### config.mk
export PLATFORM = sky130hd
export DESIGN_NAME = image_sharpen_3x3_flat
export DESIGN_NICKNAME = d
export VERILOG_FILES = /design/src/rtl/image_sharpen_3x3_if.sv /design/src/rtl/image_sharpen_3x3.sv /design/src/flat_wrapper.sv
export SDC_FILE = /design/constraint.sdc
export NUM_CORES = 1
export LEC_CHECK = 0
export BUFFER_PORTS_ARGS = -buffer_cell sky130_fd_sc_hd__clkbuf_2
export CELL_PAD_IN_SITES_DETAIL_PLACEMENT = 1
export CELL_PAD_IN_SITES_GLOBAL_PLACEMENT = 2
export CORE_ASPECT_RATIO = 1.25
export CORE_UTILIZATION = 50
export DETAILED_ROUTE_END_ITERATION = 7
export PLACE_DENSITY_LB_ADDON = 0.05
export SLEW_MARGIN = 20
export SYNTH_ARGS = -nofsm -noshare
export SYNTH_HDL_FRONTEND = slang
export SYNTH_SLANG_ARGS = --single-unit
### constraint.sdc
create_clock -name clk -period 77 [get_ports clk]
set_clock_uncertainty 0.15 [all_clocks]
set_input_delay 3.85 -clock clk [delete_from_list [all_inputs] [get_ports clk]]
set_output_delay 3.85 -clock clk [all_outputs]
set_load 0.05 [all_outputs]
### src/rtl/image_sharpen_3x3_if.sv
// Pixel stream bundle for the 3x3 sharpen filter: accepted-pixel handshake in,
// one-cycle-qualified result out.
interface image_sharpen_3x3_if #(
    parameter int DW = 8
);
    logic [DW-1:0] in_img;
    logic          in_en;
    logic          in_rdy;
    logic [DW-1:0] out_img;
    logic          en_out;

    modport master (output in_img, in_en, input in_rdy, out_img, en_out);
    modport slave  (input in_img, in_en, output in_rdy, out_img, en_out);
endinterface

### src/rtl/image_sharpen_3x3.sv
// Streaming 3x3 Laplacian (4C - N - S - E - W) with zero padding and 8-bit clamp.
// Two row-length shift lines form the window; a WIDTH-cycle flush drains the last row.
module image_sharpen_3x3 #(
    parameter int WIDTH  = 128,
    parameter int HEIGHT = 128,
    parameter int DW     = 8
)(
    input  logic                clk,
    input  logic                rst_n,
    image_sharpen_3x3_if.slave  bus
);
    localparam int NPIX = WIDTH * HEIGHT;
    localparam int PW   = $clog2(NPIX);
    localparam int CW   = $clog2(WIDTH);
    localparam int RW   = $clog2(HEIGHT);
    localparam int SW   = DW + 3;

    typedef enum logic [1:0] {FILL, RUN, FLUSH} state_t;
    state_t r_state, w_state_nxt;

    logic [PW-1:0]            r_pix_cnt;
    logic [CW-1:0]            r_fcnt;
    logic [CW-1:0]            r_ocol;
    logic [RW-1:0]            r_orow;
    logic [WIDTH-1:0][DW-1:0] r_lb0;
    logic [WIDTH-1:0][DW-1:0] r_lb1;
    logic [DW-1:0]            r_c, r_n, r_s, r_e, r_w;
    logic [1:0]               r_vld_pipe;
    logic [DW-1:0]            r_out;

    logic                     w_rdy, w_acc, w_adv, w_prod;
    logic                     w_fill_done, w_last_pix, w_flush_done;
    logic                     w_col_last, w_row_last;
    logic [DW-1:0]            w_px;
    logic signed [SW-1:0]     w_res;
    logic [DW-1:0]            w_clamp;

    assign w_rdy        = (r_state != FLUSH);
    assign w_acc        = bus.in_en && w_rdy;
    assign w_adv        = w_acc || (r_state == FLUSH);
    assign w_prod       = w_adv && (r_state != FILL);
    assign w_px         = (r_state == FLUSH) ? '0 : bus.in_img;
    assign w_fill_done  = (r_pix_cnt == PW'(WIDTH - 1));
    assign w_last_pix   = (r_pix_cnt == PW'(NPIX - 1));
    assign w_flush_done = (r_fcnt == CW'(WIDTH - 1));
    assign w_col_last   = (r_ocol == CW'(WIDTH - 1));
    assign w_row_last   = (r_orow == RW'(HEIGHT - 1));

    always_ff @(posedge clk or negedge rst_n) begin
        if (!rst_n) r_state <= FILL;
        else        r_state <= w_state_nxt;
    end

    always_comb begin
        w_state_nxt = r_state;
        case (r_state)
            FILL:    if (w_acc && w_fill_done) w_state_nxt = RUN;
            RUN:     if (w_acc && w_last_pix)  w_state_nxt = FLUSH;
            FLUSH:   if (w_flush_done)         w_state_nxt = FILL;
            default: w_state_nxt = FILL;
        endcase
    end

    always_ff @(posedge clk or negedge rst_n) begin
        if (!rst_n) begin
            r_pix_cnt <= '0;
            r_fcnt    <= '0;
            r_ocol    <= '0;
            r_orow    <= '0;
        end else begin
            if (w_acc)
                r_pix_cnt <= w_last_pix ? '0 : r_pix_cnt + 1'b1;
            if (r_state == FLUSH)
                r_fcnt <= w_flush_done ? '0 : r_fcnt + 1'b1;
            // Output position tracks the window centre; it alone decides padding.
            if (w_prod) begin
                r_ocol <= w_col_last ? '0 : r_ocol + 1'b1;
                if (w_col_last)
                    r_orow <= w_row_last ? '0 : r_orow + 1'b1;
            end
        end
    end

    // Index 0 is the newest pixel: lb0[WIDTH-1] is one row back, lb1 continues it.
    always_ff @(posedge clk) begin
        if (w_adv) begin
            r_lb0 <= {r_lb0[WIDTH-2:0], w_px};
            r_lb1 <= {r_lb1[WIDTH-2:0], r_lb0[WIDTH-1]};
        end
    end

    always_ff @(posedge clk or negedge rst_n) begin
        if (!rst_n) begin
            r_c <= '0;
            r_n <= '0;
            r_s <= '0;
            r_e <= '0;
            r_w <= '0;
        end else if (w_prod) begin
            r_c <= r_lb0[WIDTH-1];
            r_e <= w_col_last         ? '0 : r_lb0[WIDTH-2];
            r_w <= (r_ocol == '0)     ? '0 : r_lb1[0];
            r_n <= (r_orow == '0)     ? '0 : r_lb1[WIDTH-1];
            r_s <= w_row_last         ? '0 : w_px;
        end
    end

    always_comb begin
        w_res = $signed({1'b0, r_c, 2'b00})
              - $signed({3'b000, r_n}) - $signed({3'b000, r_s})
              - $signed({3'b000, r_e}) - $signed({3'b000, r_w});
        w_clamp = w_res[DW-1:0];
        if (w_res[SW-1])
            w_clamp = '0;
        else if (|w_res[SW-2:DW])
            w_clamp = '1;
    end

    always_ff @(posedge clk or negedge rst_n) begin
        if (!rst_n) begin
            r_vld_pipe <= '0;
            r_out      <= '0;
        end else begin
            r_vld_pipe <= {r_vld_pipe[0], w_prod};
            if (r_vld_pipe[0])
                r_out <= w_clamp;
        end
    end

    assign bus.in_rdy  = w_rdy;
    assign bus.out_img = r_out;
    assign bus.en_out  = r_vld_pipe[1];
endmodule

### src/flat_wrapper.sv
// flat-port wrapper written by rule: the top's interface ports become plain ports
module image_sharpen_3x3_flat 
#(
    parameter int WIDTH  = 128,
    parameter int HEIGHT = 128,
    parameter int DW     = 8
)
  (clk, rst_n, bus_in_img, bus_in_en, bus_in_rdy, bus_out_img, bus_en_out);
  image_sharpen_3x3_if #(.DW(DW)) bus_i ();
  input  logic clk;
  input  logic rst_n;
  input wire logic [$bits(bus_i.in_img)-1:0] bus_in_img;
  input wire logic [$bits(bus_i.in_en)-1:0] bus_in_en;
  output wire logic [$bits(bus_i.in_rdy)-1:0] bus_in_rdy;
  output wire logic [$bits(bus_i.out_img)-1:0] bus_out_img;
  output wire logic [$bits(bus_i.en_out)-1:0] bus_en_out;
  assign bus_i.in_img = bus_in_img;
  assign bus_i.in_en = bus_in_en;
  assign bus_in_rdy = bus_i.in_rdy;
  assign bus_out_img = bus_i.out_img;
  assign bus_en_out = bus_i.en_out;
  image_sharpen_3x3 #(.WIDTH(WIDTH), .HEIGHT(HEIGHT), .DW(DW)) u_core (.clk(clk), .rst_n(rst_n), .bus(bus_i));
endmodule
### Yosys cells after proc, flatten, opt, wreduce, memory -nomap -nowiden

Cells that the tools add are included.

* add/subtract/negate cells: 8
* $mul: 0
* div/mod/pow operators: 0
* magnitude comparators: 0
* eq/ne operators: 11
* shifts and indexed selects: 0
* multiplexer cells: 15
* bitwise logic cells: 0
* reduce and logical (&&, ||, !) cells: 12

Operator list (number)
* two-way mux 8 bit: 7
* subtractor 11 x 9 -> 11 bit: 3
* adder 7 x 1 -> 7 bit (second input constant): 3
* == test 7 bit (second input constant): 3
* two-way mux 7 bit: 3
* adder 14 x 1 -> 14 bit (second input constant): 1
* == test 14 bit (second input constant): 1
* == test 14 x 7 -> 1 bit (second input constant): 1
* logical NOT 7 bit: 2
* two-way mux 14 bit: 1
* subtractor 10 x 8 -> 11 bit: 1
* two-way mux 2 bit: 3
* inequality test 2 x 1 -> 1 bit (second input constant): 3
* one-hot mux 2 bit (3 select lines): 1
* logical AND 1 bit: 4
* AND reduction 3 bit: 1
* == test 2 x 1 -> 1 bit (second input constant): 1
* == test 2 bit (second input constant): 1
* logical NOT 2 bit: 1
* inequality test 2 bit (second input constant): 1
* AND reduction 2 bit: 1
* nonzero test 2 bit: 1
* OR reduction 2 bit: 1
* logical OR 1 bit: 1

* register bits after elaboration: 2135
* bits in latches: 0
* memory bits (writable): 0
* bits in read-only memories: 0
* input bits: 11
* output and inout port bits: 10
* word-level logic and storage cells: 314
* memories kept: 0

### Longest topological paths before layout

Gate-level depths: netlist of run 1.

* depth in word-level cells: 7
* depth in mapped cells: 13
* mapped depth without buffers: 12

### Worst setup path after synthesis of run 1

Ideal clock, no wire load.

* path kind: in2reg
* start point: input port bus_in_en
* end point: register u_core.r_lb0[0] (netlist name) (enable)
* library setup time: 13.844 ns
* data arrival time: 36.742 ns
* data required time: 63.006 ns
* path slack: 26.264 ns
* stages on the path: 2
* path buffers: 0
* cells stage by stage: inv_1 -> nand2_1

* longest elaborated chain between the ends: 2

Ends and longest elaborated chain
* start: declaration: line flat_wrapper.sv:13 `input wire logic [$bits(bus_i.in_en)-1:0] bus_in_en;`
* logical AND 1 bit: line image_sharpen_3x3.sv:39 `assign w_acc = bus.in_en && w_rdy;`
* logical OR 1 bit: line image_sharpen_3x3.sv:40 `assign w_adv = w_acc || (r_state == FLUSH);`
* via u_core.w_adv: line image_sharpen_3x3.sv:31 `logic w_rdy, w_acc, w_adv, w_prod;`
* end signal: assignment: line image_sharpen_3x3.sv:87 `r_lb0 <= {r_lb0[WIDTH-2:0], w_px};`
* end: declaration: line image_sharpen_3x3.sv:25 `logic [WIDTH-1:0][DW-1:0] r_lb0;`

The timed path passes the listed nets, and every way through them passes these cells.
A chain may end at the register's enable or synchronous reset.

### Worst setup path in the final report of run 1

* start point: input port bus_in_en
* end point: register u_core.r_lb0[674] (netlist name) (enable)

The elaborated chain is that of the path after synthesis.

==> implementation parameters, run 1 <==
Parameter                              Value

Run status
  Result of the run ... finished clean

Worst setup path
  Slowest stage cell, crit path ... sky130_fd_sc_hd__buf_4
  Setup crit end kind ... register
  Crit path largest cell delay ... 890 ps
  CP dominant cell by count ... sky130_fd_sc_hd__buf_4
  Worst Path Required ... 77270 ps
  Type of the worst setup path ... in -> reg
  Arrival time at the worst endpoint ... ~8200 ps
  Crit-path leading delay family ... buffers and inverters
  Launching element type of the critical path ... primary input
  Number of buffer and inverter instances along the worst setup path ... 6
  Max FO, Critical Path ... 205
  Ordered cell list for the critical path ... clkbuf_2 > inv_1 > nand2_4 > buf_4 > buf_12 > buf_4 > buf_6

Floorplanning
  Cell Rows ... 149
  Starting utilization of the core area ... 50.4%
  Area inside the core boundary ... roughly 0.13 mm2
  Number of primary I/O pins ... 21
  Vertical extent of the die ... 410 um
  Chip Width ... roughly 330 um
  Die area ... 0.134 mm2

Synth
  Commonest register cell after synthesis ... sky130_fd_sc_hd__edfxtp_1
  Post-synthesis net count ... 2608
  Number of distinct standard cells referenced by the synthesized netlist ... 52
  Syn Inst Count ... 2555
  Number of synthesized flops with an enable pin ... 2048
  Synth async-reset ratio ... 4.07%
  Area of the mapped netlist ... between 0.06 and 0.07 mm2
  Count of warnings emitted by yosys ... 0
  Sequential element share of the synthesized area ... 95.9%
  Number of synthesized register bits ... around 2100
  Mean area per synthesized cell ... about 26 um2

Clocking
  Clock sink count ... 2135
  Clock Pin Slew Worst Setup and Hold Paths ... 60 ps
  Buffer cell driving the clock tree root ... sky130_fd_sc_hd__clkbuf_16
  Cts repair resizes ... 0
  Post-CTS Repair Setup Buffers ... 0
  Clock latency at the later pin of the worst-skew pair ... 800 ps
  Number of buffers created by CTS ... between 150 and 200
  Number of hold buffers added after CTS ... 0
  Buffer depth of the longest clock path ... 3
  Deepest level of the CTS H-tree ... 4
  Clock tree from TritonCTS ... done

STA
  Maximum frequency from static timing analysis ... 126 MHz
  Worst hold slack ... 240 ps
  Time the worst path needs with I/O delays and setup ... 7920 ps
  Unrepaired setup endpoints after global routing ... no
  Crit share post-route ... 10.3%
  Final slew viol count ... 0
  Total Neg Setup Slack ... 0 ps
  Setup violation total in the final timing report ... 0
  Worst-margin pin slew ... about 1100 ps
  Final-report hold violation count ... 0
  Normalized max-slew margin ... a little over a quarter

Hold path
  Type of the tightest min-delay check ... reg -> reg

Pwr
  Static Leak ... 25.7 nW
  Power density over the cells ... around 32 mW/mm2
  Worst voltage drop across the vdd grid ... 0.0000299 V

Global routing
  Antenna violations before repair ... 4
  Vias in the first global route ... between 20000 and 25000
  GR Util All Layers ... a little over an eighth
  Maximum number of pins on one net before global-route repair ... 216
  Global-route wire length before repair ... 139000 um
  Total grt overflow ... 0

Cells and area
  Layout cells sized above 1 ... 11.8%
  Fill cell count ... 10587
  Area of combinational cells with multiple inputs ... 0.00241 mm2
  Post-layout nets ... 2829
  Seq. cell area ... 0.0637 mm2
  Post-synthesis to final-layout area growth ... 13.2%

Routing
  Vias after detailed routing ... between 20000 and 25000
  Routed wire length ... 86800 um
  First-pass DRT Iterations ... 4
  Mean routed wirelength per cell ... 18.6 um
  Average via count per standard cell ... 4.92
  Count of nets left with antenna violations after detail routing ... 0
  Iteration-0 DRC Markers ... just under 2000
  DRC violation count after routing ... 0

Placement
  Number of buffers inserted by port buffering ... 20
  Final weighted congestion of routability-driven global placement ... 0.732
  Detailed Place HPWL ... about 40000 um

Job
  Max Cap Violations ... 0
[layer usage]
metal  track usage [%]  wire length [um]
met2              18.4             37800
met1              21.1             43500
met3              2.84              3260
met4              5.39              2260
met5                 0                 0
[metrics by stage]
stage | total power, mW | utilization, % | setup WS [ps] | cell area, um2 | cells
2_1_floorplan | 1.59 | - | 26260 | 66400 | 2555
3_3_place_gp | 1.50 | 52.2 | 68210 | 68800 | 4316
3_5_place_dp | 1.51 | 52.2 | 67870 | 68800 | 4316
5_1_grt | 2.53 | 57.1 | 68730 | 75200 | 4670
6_report | 2.43 | 57.1 | 69080 | 75200 | 4671
4_1_cts | 2.47 | 57.1 | 68830 | 75200 | 4670
[path summary, 6_finish.rpt]
path | to | start | cells after the start | slack (ps)
max | u_core.r_lb0[674]$_DFFE_PP_ | bus_in_en | 7 | 69080
min | u_core.r_lb1[1016]$_DFFE_PP_ | u_core.r_lb1[1008]$_DFFE_PP_ | 0 | 240
min reg2reg | u_core.r_lb1[1016]$_DFFE_PP_ | u_core.r_lb1[1008]$_DFFE_PP_ | 0 | 240
max reg2reg | u_core.r_lb0[674]$_DFFE_PP_ | u_core.r_state[0]$_DFFE_PN0P_ | 7 | 70880
min in group asynchronous | u_core.bus.out_img[0]$_DFFE_PN0P_ | rst_n | 1 | 2820
max in group asynchronous | u_core.r_n[3]$_DFFE_PN0P_ | rst_n | 2 | 72710
[power breakdown]
part / leakage [nW] / internal, mW / switching, mW
Combinational: 1.48 / 0.0335 / 0.0734
Clock: 3.10 / 0.543 / 0.406
Sequential: 21.1 / 1.35 / 0.0259
Total: 25.7 / 1.93 / 0.506
[worst reg2reg max path: cells and delay by family (launching register included)]
kind,cells,cell delay [ps]
buf+inv,5,3790
simple gates,2,1280
flops,1,440
[state kept, by name (all words and copies together), names as in the netlist]
name / flops
u_core.bus.out_img: 8
u_core.r_c: 8
u_core.r_e: 8
u_core.r_fcnt: 7
u_core.r_lb0: 1024
u_core.r_lb1: 1024
u_core.r_n: 8
u_core.r_ocol: 7
u_core.r_orow: 7
u_core.r_pix_cnt: 14
u_core.r_s: 8
u_core.r_state: 2
u_core.r_vld_pipe: 2
u_core.r_w: 8
[cell usage in the layout (no fill, tap or decap), drive strengths merged, types with 3 or more instances in the layout]
cell type  Yosys  final
a21oi         10     10
a31oi          3      3
and2           8      8
and3           7      7
buf            7     20
bufinv         0     21
clkbuf         7    254
clkinv         0     80
clkinvlp       0      8
dfrtp         87     87
edfxtp      2048   2048
fa            23     23
ha            19     19
inv           72     82
mux2           4      4
mux2i          3      3
nand2         88     88
nand3         15     15
nand4         10     10
nor2          19     19
nor2b          3      3
nor3          11     11
o211ai         3      3
o21ai         46     46
o221ai         5      5
o22ai          9      9
xnor2         17     17
xor2          10     10
[synthesized netlist by cell type (15+ instances only)]
| cell | number | share of area [%] |
|---|---|---|
| sky130_fd_sc_hd__edfxtp_1 | 2048 | 93 |
| sky130_fd_sc_hd__fa_1 | 23 | 0.69 |
| sky130_fd_sc_hd__inv_1 | 71 | 0.40 |
| sky130_fd_sc_hd__nor2_1 | 17 | 0.096 |
| sky130_fd_sc_hd__nand3_1 | 15 | 0.11 |
| sky130_fd_sc_hd__o21ai_0 | 45 | 0.34 |
| sky130_fd_sc_hd__xnor2_1 | 17 | 0.22 |
| sky130_fd_sc_hd__ha_1 | 19 | 0.36 |
| sky130_fd_sc_hd__nand2_1 | 88 | 0.50 |
| sky130_fd_sc_hd__dfrtp_1 | 87 | 3.3 |
[cell families after synthesis]
kind of cell               after synthesis  synth area share, %
AOI/OAI and AO/OA                       88                0.851
and+or+nand+nor                        170                 1.25
xor gates and xnor gates                27                0.356
adders and majority gates               42                 1.05
buffers and inverters                   86                0.510
DFF                                   2135                 95.9
muxes                                    7                0.113
[cell type report]
class / count / area share (%)
inverters: 72 / 0.359
multi-input cells: 334 / 3.21
flip-flops and latches: 2135 / 84.7
clock buffers: 235 / 6.74
repair buffers: 39 / 0.429
well taps: 1736 / 2.89
diodes: 1 / 0.00333
clock inverters: 119 / 1.71
(Power assumes the default switching activity.)
==> run 2, diff against run 1 <==
==> constraint.sdc (replaced) <==
create_clock -name clk -period 8.3 [get_ports clk]
set_clock_uncertainty 0.15 [all_clocks]
set_input_delay 0.415 -clock clk [delete_from_list [all_inputs] [get_ports clk]]
set_output_delay 0.415 -clock clk [all_outputs]
set_load 0.05 [all_outputs]
==> run 2 against run 1 <==
Net effect: sequential power grew to 9.3 times the previous value; first-iteration DRC count shrank 3.7%; combinational power rose to 9.3 times the previous value; flip-flop and latch count stayed put; critical endpoint is now u_core.bus.out_img[3]$_DFFE_PN0P_; register-to-register slack worse by 67000 ps.
==> implementation parameters, run 2 (synthesized netlist as in run 1, its figures left out) <==
Parameter                              Value

Routing
  Iteration-0 DRC Markers ... 1869 (was 1941)
  Average via count per standard cell ... 4.92 (about the same)
  First-pass DRT Iterations ... 4 (unchanged)
  Mean routed wirelength per cell ... 18.7 um (was 18.6 um)
  Routed wire length ... 87800 um (was 86800 um)
  DRC violation count after routing ... 0 (unchanged)
  Vias after detailed routing ... 23094 (was 22971)
  Count of nets left with antenna violations after detail routing ... 0 (unchanged)

Cells and area
  Most common cell after layout, fill and taps aside ... sky130_fd_sc_hd__edfxtp_1 (unchanged)
  Leading cell types in the layout, fill and taps excluded ... 2048 x sky130_fd_sc_hd__edfxtp_1, 197 x sky130_fd_sc_hd__clkbuf_16, 87 x sky130_fd_sc_hd__nand2_1, 87 x sky130_fd_sc_hd__dfrtp_1, 70 x sky130_fd_sc_hd__inv_1 (was 2048 x sky130_fd_sc_hd__edfxtp_1, 196 x sky130_fd_sc_hd__clkbuf_16, 87 x sky130_fd_sc_hd__nand2_1, 87 x sky130_fd_sc_hd__dfrtp_1, 71 x sky130_fd_sc_hd__inv_1)
  Biggest registers after layout ... u_core.r_lb0 x1024, u_core.r_lb1 x1024, u_core.r_pix_cnt x14 (unchanged)
  Post-synthesis to final-layout area growth ... 13.4% (was 13.2%)
  Number of antenna repair diodes ... 0 (was 1)
  Layout cells sized above 1 ... 11.1% (was 11.8%)
  Post-layout nets ... 2846 (was 2829)
  Fill cell count ... 10552 (was 10587)
  Cell Count, Final, Fillers Out ... 4690 (was 4671)

Clocking
  Clock sink count ... 2135 (unchanged)
  Post-CTS Repair Setup Buffers ... 0 (unchanged)
  Cts repair resizes ... 0 (unchanged)
  Clock latency at the later pin of the worst-skew pair ... 790 ps (was 800 ps)
  Buffer depth of the longest clock path ... 3 (unchanged)
  Clock Pin Slew Worst Setup and Hold Paths ... 60 ps (about the same)
  Deepest level of the CTS H-tree ... 4 (unchanged)
  Number of hold buffers added after CTS ... 15 (was 0)
  Clock tree from TritonCTS ... done (unchanged)
  Buffer cell driving the clock tree root ... sky130_fd_sc_hd__clkbuf_16 (unchanged)
  Number of buffers created by CTS ... 195 (was 194)

STA
  Time the worst path needs with I/O delays and setup ... 4050 ps
  Setup violation total in the final timing report ... 0 (unchanged)
  Final slew viol count ... 0 (unchanged)
  Normalized max-slew margin ... 24.2% (was 26.6%)
  Worst-margin pin slew ... 1140 ps (was 1100 ps)
  Total Neg Setup Slack ... 0 ps (unchanged)
  Unrepaired setup endpoints after global routing ... no (unchanged)
  Maximum frequency from static timing analysis ... roughly 250 MHz
  Final-report hold violation count ... 0 (unchanged)
  Crit share post-route ... between 40% and 50%

Placement
  Final weighted congestion of routability-driven global placement ... 0.720 (was 0.732)
  Number of buffers inserted by port buffering ... 20 (unchanged)
  Detailed Place HPWL ... 40400 um (was 40600 um)
  Post-Place Cells ... 4317 (was 4316)

Worst setup path
  Ordered cell list for the critical path ... inv_1 > fa_1 > inv_1 > fa_1 > inv_1 > fa_1 > ha_1 > o21ai_1 > a21oi_1 > a221o_1 > o211ai_4 > o221ai_1 (was clkbuf_2 > inv_1 > nand2_4 > buf_4 > buf_12 > buf_4 > buf_6)
  Number of stages on the worst setup path ... 12 (was 7)
  Crit-path leading delay family ... adder cells (was buffers and inverters)
  Setup crit end kind ... register (unchanged)
  Arrival time at the worst endpoint ... 4540 ps (was 8190 ps)
  Cells on worst reg2reg path ... 12 (was 7)
  Max FO, Critical Path ... 9 (was 205)
  Number of buffer and inverter instances along the worst setup path ... 3 (was 6)
  Launching element type of the critical path ... register (was primary input)
  Type of the worst setup path ... reg -> reg (was in -> reg)
  Worst Path Required ... 8790 ps (was 77270 ps)
  Crit path largest cell delay ... 550 ps (was 890 ps)
  Slowest stage cell, crit path ... sky130_fd_sc_hd__fa_1 (was sky130_fd_sc_hd__buf_4)
  Setup slack of the most critical reg-to-reg path ... 4250 ps (was 70880 ps)

Floorplanning
  Number of primary I/O pins ... 21 (unchanged)
  Vertical extent of the die ... 410 um (unchanged)
  Die area ... 0.134 mm2 (unchanged)
  Cell Rows ... 149 (unchanged)
  Starting utilization of the core area ... 50.4% (unchanged)
  Area inside the core boundary ... 0.132 mm2 (unchanged)
  Chip Width ... 328 um (unchanged)

Global routing
  GR Util All Layers ... 13.4% (about the same)
  Total grt overflow ... 0 (unchanged)
  Maximum number of pins on one net before global-route repair ... 215 (was 216)
  Antenna violations before repair ... 0 (was 4)
  Global-route wire length before repair ... 139000 um (about the same)
  Vias in the first global route ... 23892 (was 23761)

Hold path
  Type of the tightest min-delay check ... reg -> reg (unchanged)
  Worst hold path depth ... 0 (unchanged)

Pwr
  Static Leak ... 25.7 nW (about the same)
  Power density over the cells ... 297 mW/mm2 (was 32.3 mW/mm2)
  Overall power after layout ... 22.4 mW (was 2.43 mW)
  Worst voltage drop across the vdd grid ... 0.000206 V (was 0.0000299 V)

Run status
  Result of the run ... finished clean (unchanged)

Job
  Max Cap Violations ... 0 (unchanged)
run 2: cell types whose count changed in the layout (fill, tap and decap cells not counted), moves of 4 or more:
cell and delta:
sky130_fd_sc_hd__buf_12 +6, sky130_fd_sc_hd__buf_6 -4, sky130_fd_sc_hd__bufinv_16 -6, sky130_fd_sc_hd__clkbuf_1 +24, sky130_fd_sc_hd__clkinv_2 -13, sky130_fd_sc_hd__dlygate4sd3_1 +14
sky130_fd_sc_hd__inv_16 -4
run 2: area by class of cell:
type                       count  area [um2]  share of cell area [%]
sequential                  2135       63700                    84.6
clock buffer                 261        5200                    6.91
multi-input combinational    334        2420                    3.22
tap                         1736        2170                    2.88
clock inverter                97        1020                    1.36
timing repair buffer          55         538                   0.714
inverter                      72         273                   0.362
run 2: routing by layer:
layer  vias up  part of all wire [%]  global-route usage (%)
li1      10566                     -                       -
met1     12036                    50                    20.9
met2       305                    43                    18.5
met3       187                   3.7                    3.13
met4         0                   2.6                    5.25
met5         -                     0                       0
run 2: per-stage QoR:
| step | area (um2) | setup slack (ps) | hold WS [ps] | utilization, % |
|---|---|---|---|---|
| after detailed placement | 68900 | 4230 | 255 | 52.3 |
| after CTS | 75300 | 4210 | 242 | 57.1 |
| after floorplan | 66500 | -1240 | -30.6 | - |
| after global placement | 68900 | 4310 | 251 | 52.3 |
| after global routing | 75300 | 3970 | 259 | 57.1 |
| final | 75300 | 4250 | 252 | 57.1 |
run 2: worst paths after layout:
check,startpoint,end
setup / recovery,u_core.r_e[6]$_DFFE_PN0P_,u_core.bus.out_img[3]$_DFFE_PN0P_
hold / removal,u_core.r_lb0[354]$_DFFE_PP_,u_core.r_lb0[362]$_DFFE_PP_
setup reg to reg,u_core.r_e[6]$_DFFE_PN0P_,u_core.bus.out_img[3]$_DFFE_PN0P_
hold reg to reg,u_core.r_lb0[354]$_DFFE_PP_,u_core.r_lb0[362]$_DFFE_PP_
max in group asynchronous,rst_n,u_core.r_ocol[3]$_DFFE_PN0P_
min in group asynchronous,rst_n,u_core.bus.out_img[0]$_DFFE_PN0P_
run 2: power breakdown:
group / leakage (nW) / switching (mW) / internal (mW)
Sequential: 21.1 / 0.238 / 12.5
Clock: 3.01 / 3.73 / 4.89
Combinational: 1.57 / 0.681 / 0.319
Total: 25.7 / 4.65 / 17.7
==> run 3, diff against run 2 <==
--- a/config.mk
+++ b/config.mk
@@ -9,7 +9,7 @@
 export CELL_PAD_IN_SITES_DETAIL_PLACEMENT = 1
 export CELL_PAD_IN_SITES_GLOBAL_PLACEMENT = 2
 export CORE_ASPECT_RATIO = 1.25
-export CORE_UTILIZATION = 50
+export CORE_UTILIZATION = 47
 export DETAILED_ROUTE_END_ITERATION = 7
 export PLACE_DENSITY_LB_ADDON = 0.05
 export SLEW_MARGIN = 20
==> constraint.sdc (replaced) <==
create_clock -name clk -period 3.3 [get_ports clk]
set_clock_uncertainty 0.15 [all_clocks]
set_input_delay 0.165 -clock clk [delete_from_list [all_inputs] [get_ports clk]]
set_output_delay 0.165 -clock clk [all_outputs]
set_load 0.05 [all_outputs]
==> run 3 against run 2 <==
Net effect: the run now ends with negative setup slack left; non-clock buffer count is 103 higher; via count is 2.6% higher; final cell count is 5.1% higher.
==> implementation parameters, run 3 (synthesized netlist as in run 1, its figures left out) <==
Parameter                              Value

Cells and area
  Leading cell types in the layout, fill and taps excluded ... 2048 x sky130_fd_sc_hd__edfxtp_1, 205 x sky130_fd_sc_hd__clkbuf_16, 87 x sky130_fd_sc_hd__buf_4, 87 x sky130_fd_sc_hd__dfrtp_1, 86 x sky130_fd_sc_hd__nand2_1 (was 2048 x sky130_fd_sc_hd__edfxtp_1, 197 x sky130_fd_sc_hd__clkbuf_16, 87 x sky130_fd_sc_hd__nand2_1, 87 x sky130_fd_sc_hd__dfrtp_1, 70 x sky130_fd_sc_hd__inv_1)
  Biggest registers after layout ... u_core.r_lb0 x1024, u_core.r_lb1 x1024, u_core.r_pix_cnt x14 (unchanged)
  Layout cells sized above 1 ... 15.7% (was 11.1%)
  Post-synthesis to final-layout area growth ... 15.8% (was 13.4%)
  Number of antenna repair diodes ... 0 (unchanged)
  Most common cell after layout, fill and taps aside ... sky130_fd_sc_hd__edfxtp_1 (unchanged)
  Fill cell count ... 11563 (was 10552)
  Post-layout nets ... 2953 (was 2846)

Pwr
  Net switching power ... 12.1 mW (was 4.65 mW)
  Gate power share ... 6.2% (was 4.5%)
  Fraction of power spent switching nets ... 20.9% (was 20.8%)
  Register share of total power ... 55.3% (was 57.0%)
  Power density over the cells ... 755 mW/mm2 (was 297 mW/mm2)
  Fraction of power consumed by the clock network ... 38.4% (was 38.5%)
  Static Leak ... 26.5 nW (was 25.7 nW)
  Worst voltage drop across the vdd grid ... 0.000513 V (was 0.000206 V)
  Pint ... 45.9 mW (was 17.7 mW)
  Overall power after layout ... 58.1 mW (was 22.4 mW)

Worst setup path
  Setup slack of the most critical reg-to-reg path ... -470 ps (was 4250 ps)
  Launching element type of the critical path ... register (unchanged)
  Cells on worst reg2reg path ... 13 (was 12)
  Worst Path Required ... 3770 ps (was 8790 ps)
  Max FO, Critical Path ... 8 (was 9)
  Startpoint of the most critical register-to-register path ... u_core.r_e[3]$_DFFE_PN0P_ (was u_core.r_e[6]$_DFFE_PN0P_)
  Arrival time at the worst endpoint ... 4240 ps (was 4540 ps)
  Type of the worst setup path ... reg -> reg (unchanged)
  Reg2Reg Capture Point ... u_core.bus.out_img[2]$_DFFE_PN0P_ (was u_core.bus.out_img[3]$_DFFE_PN0P_)
  Setup crit end kind ... register (unchanged)
  Setup crit start ... u_core.r_e[3]$_DFFE_PN0P_ (was u_core.r_e[6]$_DFFE_PN0P_)

Clocking
  Clock latency at the later pin of the worst-skew pair ... 790 ps (about the same)
  Buffer cell driving the clock tree root ... sky130_fd_sc_hd__clkbuf_16 (unchanged)
  Deepest level of the CTS H-tree ... 4 (unchanged)
  Number of buffers created by CTS ... 198 (was 195)
  Clock Pin Slew Worst Setup and Hold Paths ... 70 ps (was 60 ps)
  Buffer depth of the longest clock path ... 3 (unchanged)
  Clock sink count ... 2135 (unchanged)
  Clock tree from TritonCTS ... done (unchanged)

Placement
  Final weighted congestion of routability-driven global placement ... 0.716 (was 0.720)
  Number of buffers inserted by port buffering ... 20 (unchanged)
  Detailed Place HPWL ... 45100 um (was 40400 um)

Job
  Max Cap Violations ... 0 (unchanged)

Hold path
  WHS Endpoint ... u_core.r_pix_cnt[2]$_DFFE_PN0P_ (was u_core.r_lb0[362]$_DFFE_PP_)
  Min-Delay Startpoint ... bus_in_en (was u_core.r_lb0[354]$_DFFE_PP_)
  Type of the tightest min-delay check ... in -> reg (was reg -> reg)
  Worst hold path depth ... 4 (was 0)

Global routing
  Maximum number of pins on one net before global-route repair ... 124 (was 215)
  Antenna violations before repair ... 2 (was 0)
  GR Util All Layers ... 13.5% (was 13.4%)
  Vias in the first global route ... 25242 (was 23892)
  Total grt overflow ... 0 (unchanged)
  Global-route wire length before repair ... 150000 um (was 139000 um)

Routing
  Mean routed wirelength per cell ... 18.7 um (about the same)
  Vias after detailed routing ... 23694 (was 23094)
  Iteration-0 DRC Markers ... 1593 (was 1869)
  DRC violation count after routing ... 0 (unchanged)
  Average via count per standard cell ... 4.81 (was 4.92)
  First-pass DRT Iterations ... 5 (was 4)
  Routed wire length ... 92300 um (was 87800 um)
  Count of nets left with antenna violations after detail routing ... 0 (unchanged)

STA
  Crit share post-route ... 114% (was 48.8%)
  Time the worst path needs with I/O delays and setup ... 3770 ps (was 4050 ps)
  Final slew viol count ... 0 (unchanged)
  Unrepaired setup endpoints after global routing ... yes (was no)
  Maximum frequency from static timing analysis ... 265 MHz (was 247 MHz)
  Setup slack of the critical path after layout ... -471 ps (was 4250 ps)
  Worst-margin pin slew ... 797 ps (was 1140 ps)
  Total Neg Setup Slack ... -3510 ps (was 0 ps)
  Setup violation total in the final timing report ... 8 (was 0)
  Final-report hold violation count ... 0 (unchanged)
  Normalized max-slew margin ... 46.8% (was 24.2%)

Run status
  Violated checks ... negative setup slack
  Result of the run ... finished, violations left (was finished clean)

Floorplanning
  Number of primary I/O pins ... 21 (unchanged)
  Cell Rows ... 153 (was 149)
  Area inside the core boundary ... 0.140 mm2 (was 0.132 mm2)
  Die area ... 0.143 mm2 (was 0.134 mm2)
  Vertical extent of the die ... 422 um (was 410 um)
  Chip Width ... 338 um (was 328 um)
  Starting utilization of the core area ... 47.5% (was 50.4%)
run 3: layout make-up:
class                      instances  area (um2)  area share (%)
clock buffer                     236        5250            6.82
tap                             1860        2330            3.03
sequential                      2135       63700            82.8
timing repair buffer             158        1610            2.09
multi-input combinational        335        2590            3.37
clock inverter                   131        1160            1.51
inverter                          72         273           0.355
run 3: worst max-delay path by stage:
stage,end,depth (start not counted)
after floorplan,u_core.r_lb0[0]$_DFFE_PP_,5
after global placement,u_core.bus.out_img[3]$_DFFE_PN0P_,12
after detailed placement,u_core.bus.out_img[2]$_DFFE_PN0P_,12
after CTS,u_core.bus.out_img[2]$_DFFE_PN0P_,13
after global routing,u_core.bus.out_img[2]$_DFFE_PN0P_,13
final,u_core.bus.out_img[2]$_DFFE_PN0P_,13
run 3: metrics by stage:
| stage | hold slack [ps] | std cells | setup slack (ps) | utilization (%) | area (um2) |
|---|---|---|---|---|---|
| after floorplan | -281 | 2555 | -6240 | - | 66500 |
| after global placement | 135 | 4535 | -588 | 50.1 | 70000 |
| after detailed placement | 162 | 4535 | -645 | 50.1 | 70000 |
| after CTS | 64.9 | 4927 | -466 | 55.0 | 76900 |
| after global routing | 119 | 4927 | -587 | 55.0 | 76900 |
| final | 143 | 4927 | -471 | 55.0 | 76900 |
run 3: metal layers:
layer	global-route usage, %	wire [um]	up-vias
met4	5.33	2490	0
met1	20.5	45300	12415
met5	0	0	-
met3	2.88	3350	175
met2	19.1	41200	301
li1	-	-	10803
run 3: power groups by stage:
stage	Combinational, mW	Clock, mW	Sequential (mW)
final	3.63	22.3	32.1
after CTS	3.58	23.2	32.2
after detailed placement	3.09	0	32.6
after global routing	4.00	24.0	32.3
after global placement	2.99	0	32.6
after floorplan	1.75	0	33.0
run 3: worst max-delay path, stage by stage (launching register included):
cell,delay (ps)
sky130_fd_sc_hd__dfrtp_1,340
sky130_fd_sc_hd__inv_2,50
sky130_fd_sc_hd__fa_1,520
sky130_fd_sc_hd__inv_1,50
sky130_fd_sc_hd__fa_1,450
sky130_fd_sc_hd__fa_1,510
sky130_fd_sc_hd__inv_2,50
sky130_fd_sc_hd__ha_4,210
sky130_fd_sc_hd__o211ai_1,300
sky130_fd_sc_hd__o211ai_4,160
sky130_fd_sc_hd__a221o_2,470
sky130_fd_sc_hd__o211ai_4,120
sky130_fd_sc_hd__buf_12,160
sky130_fd_sc_hd__o221ai_2,110
run 3: repair_timing:
| item | in CTS | in global routing |
|---|---|---|
| setup endpoints to repair | 8 | 8 |
| buffers inserted | 5 | 0 |
| pin swaps | 35 | 9 |
| cloned | 1 | 0 |
| hold buffers | 19 | 0 |
| resized for setup | 34 | 12 |
| hold endpoints to repair | 128 | 0 |
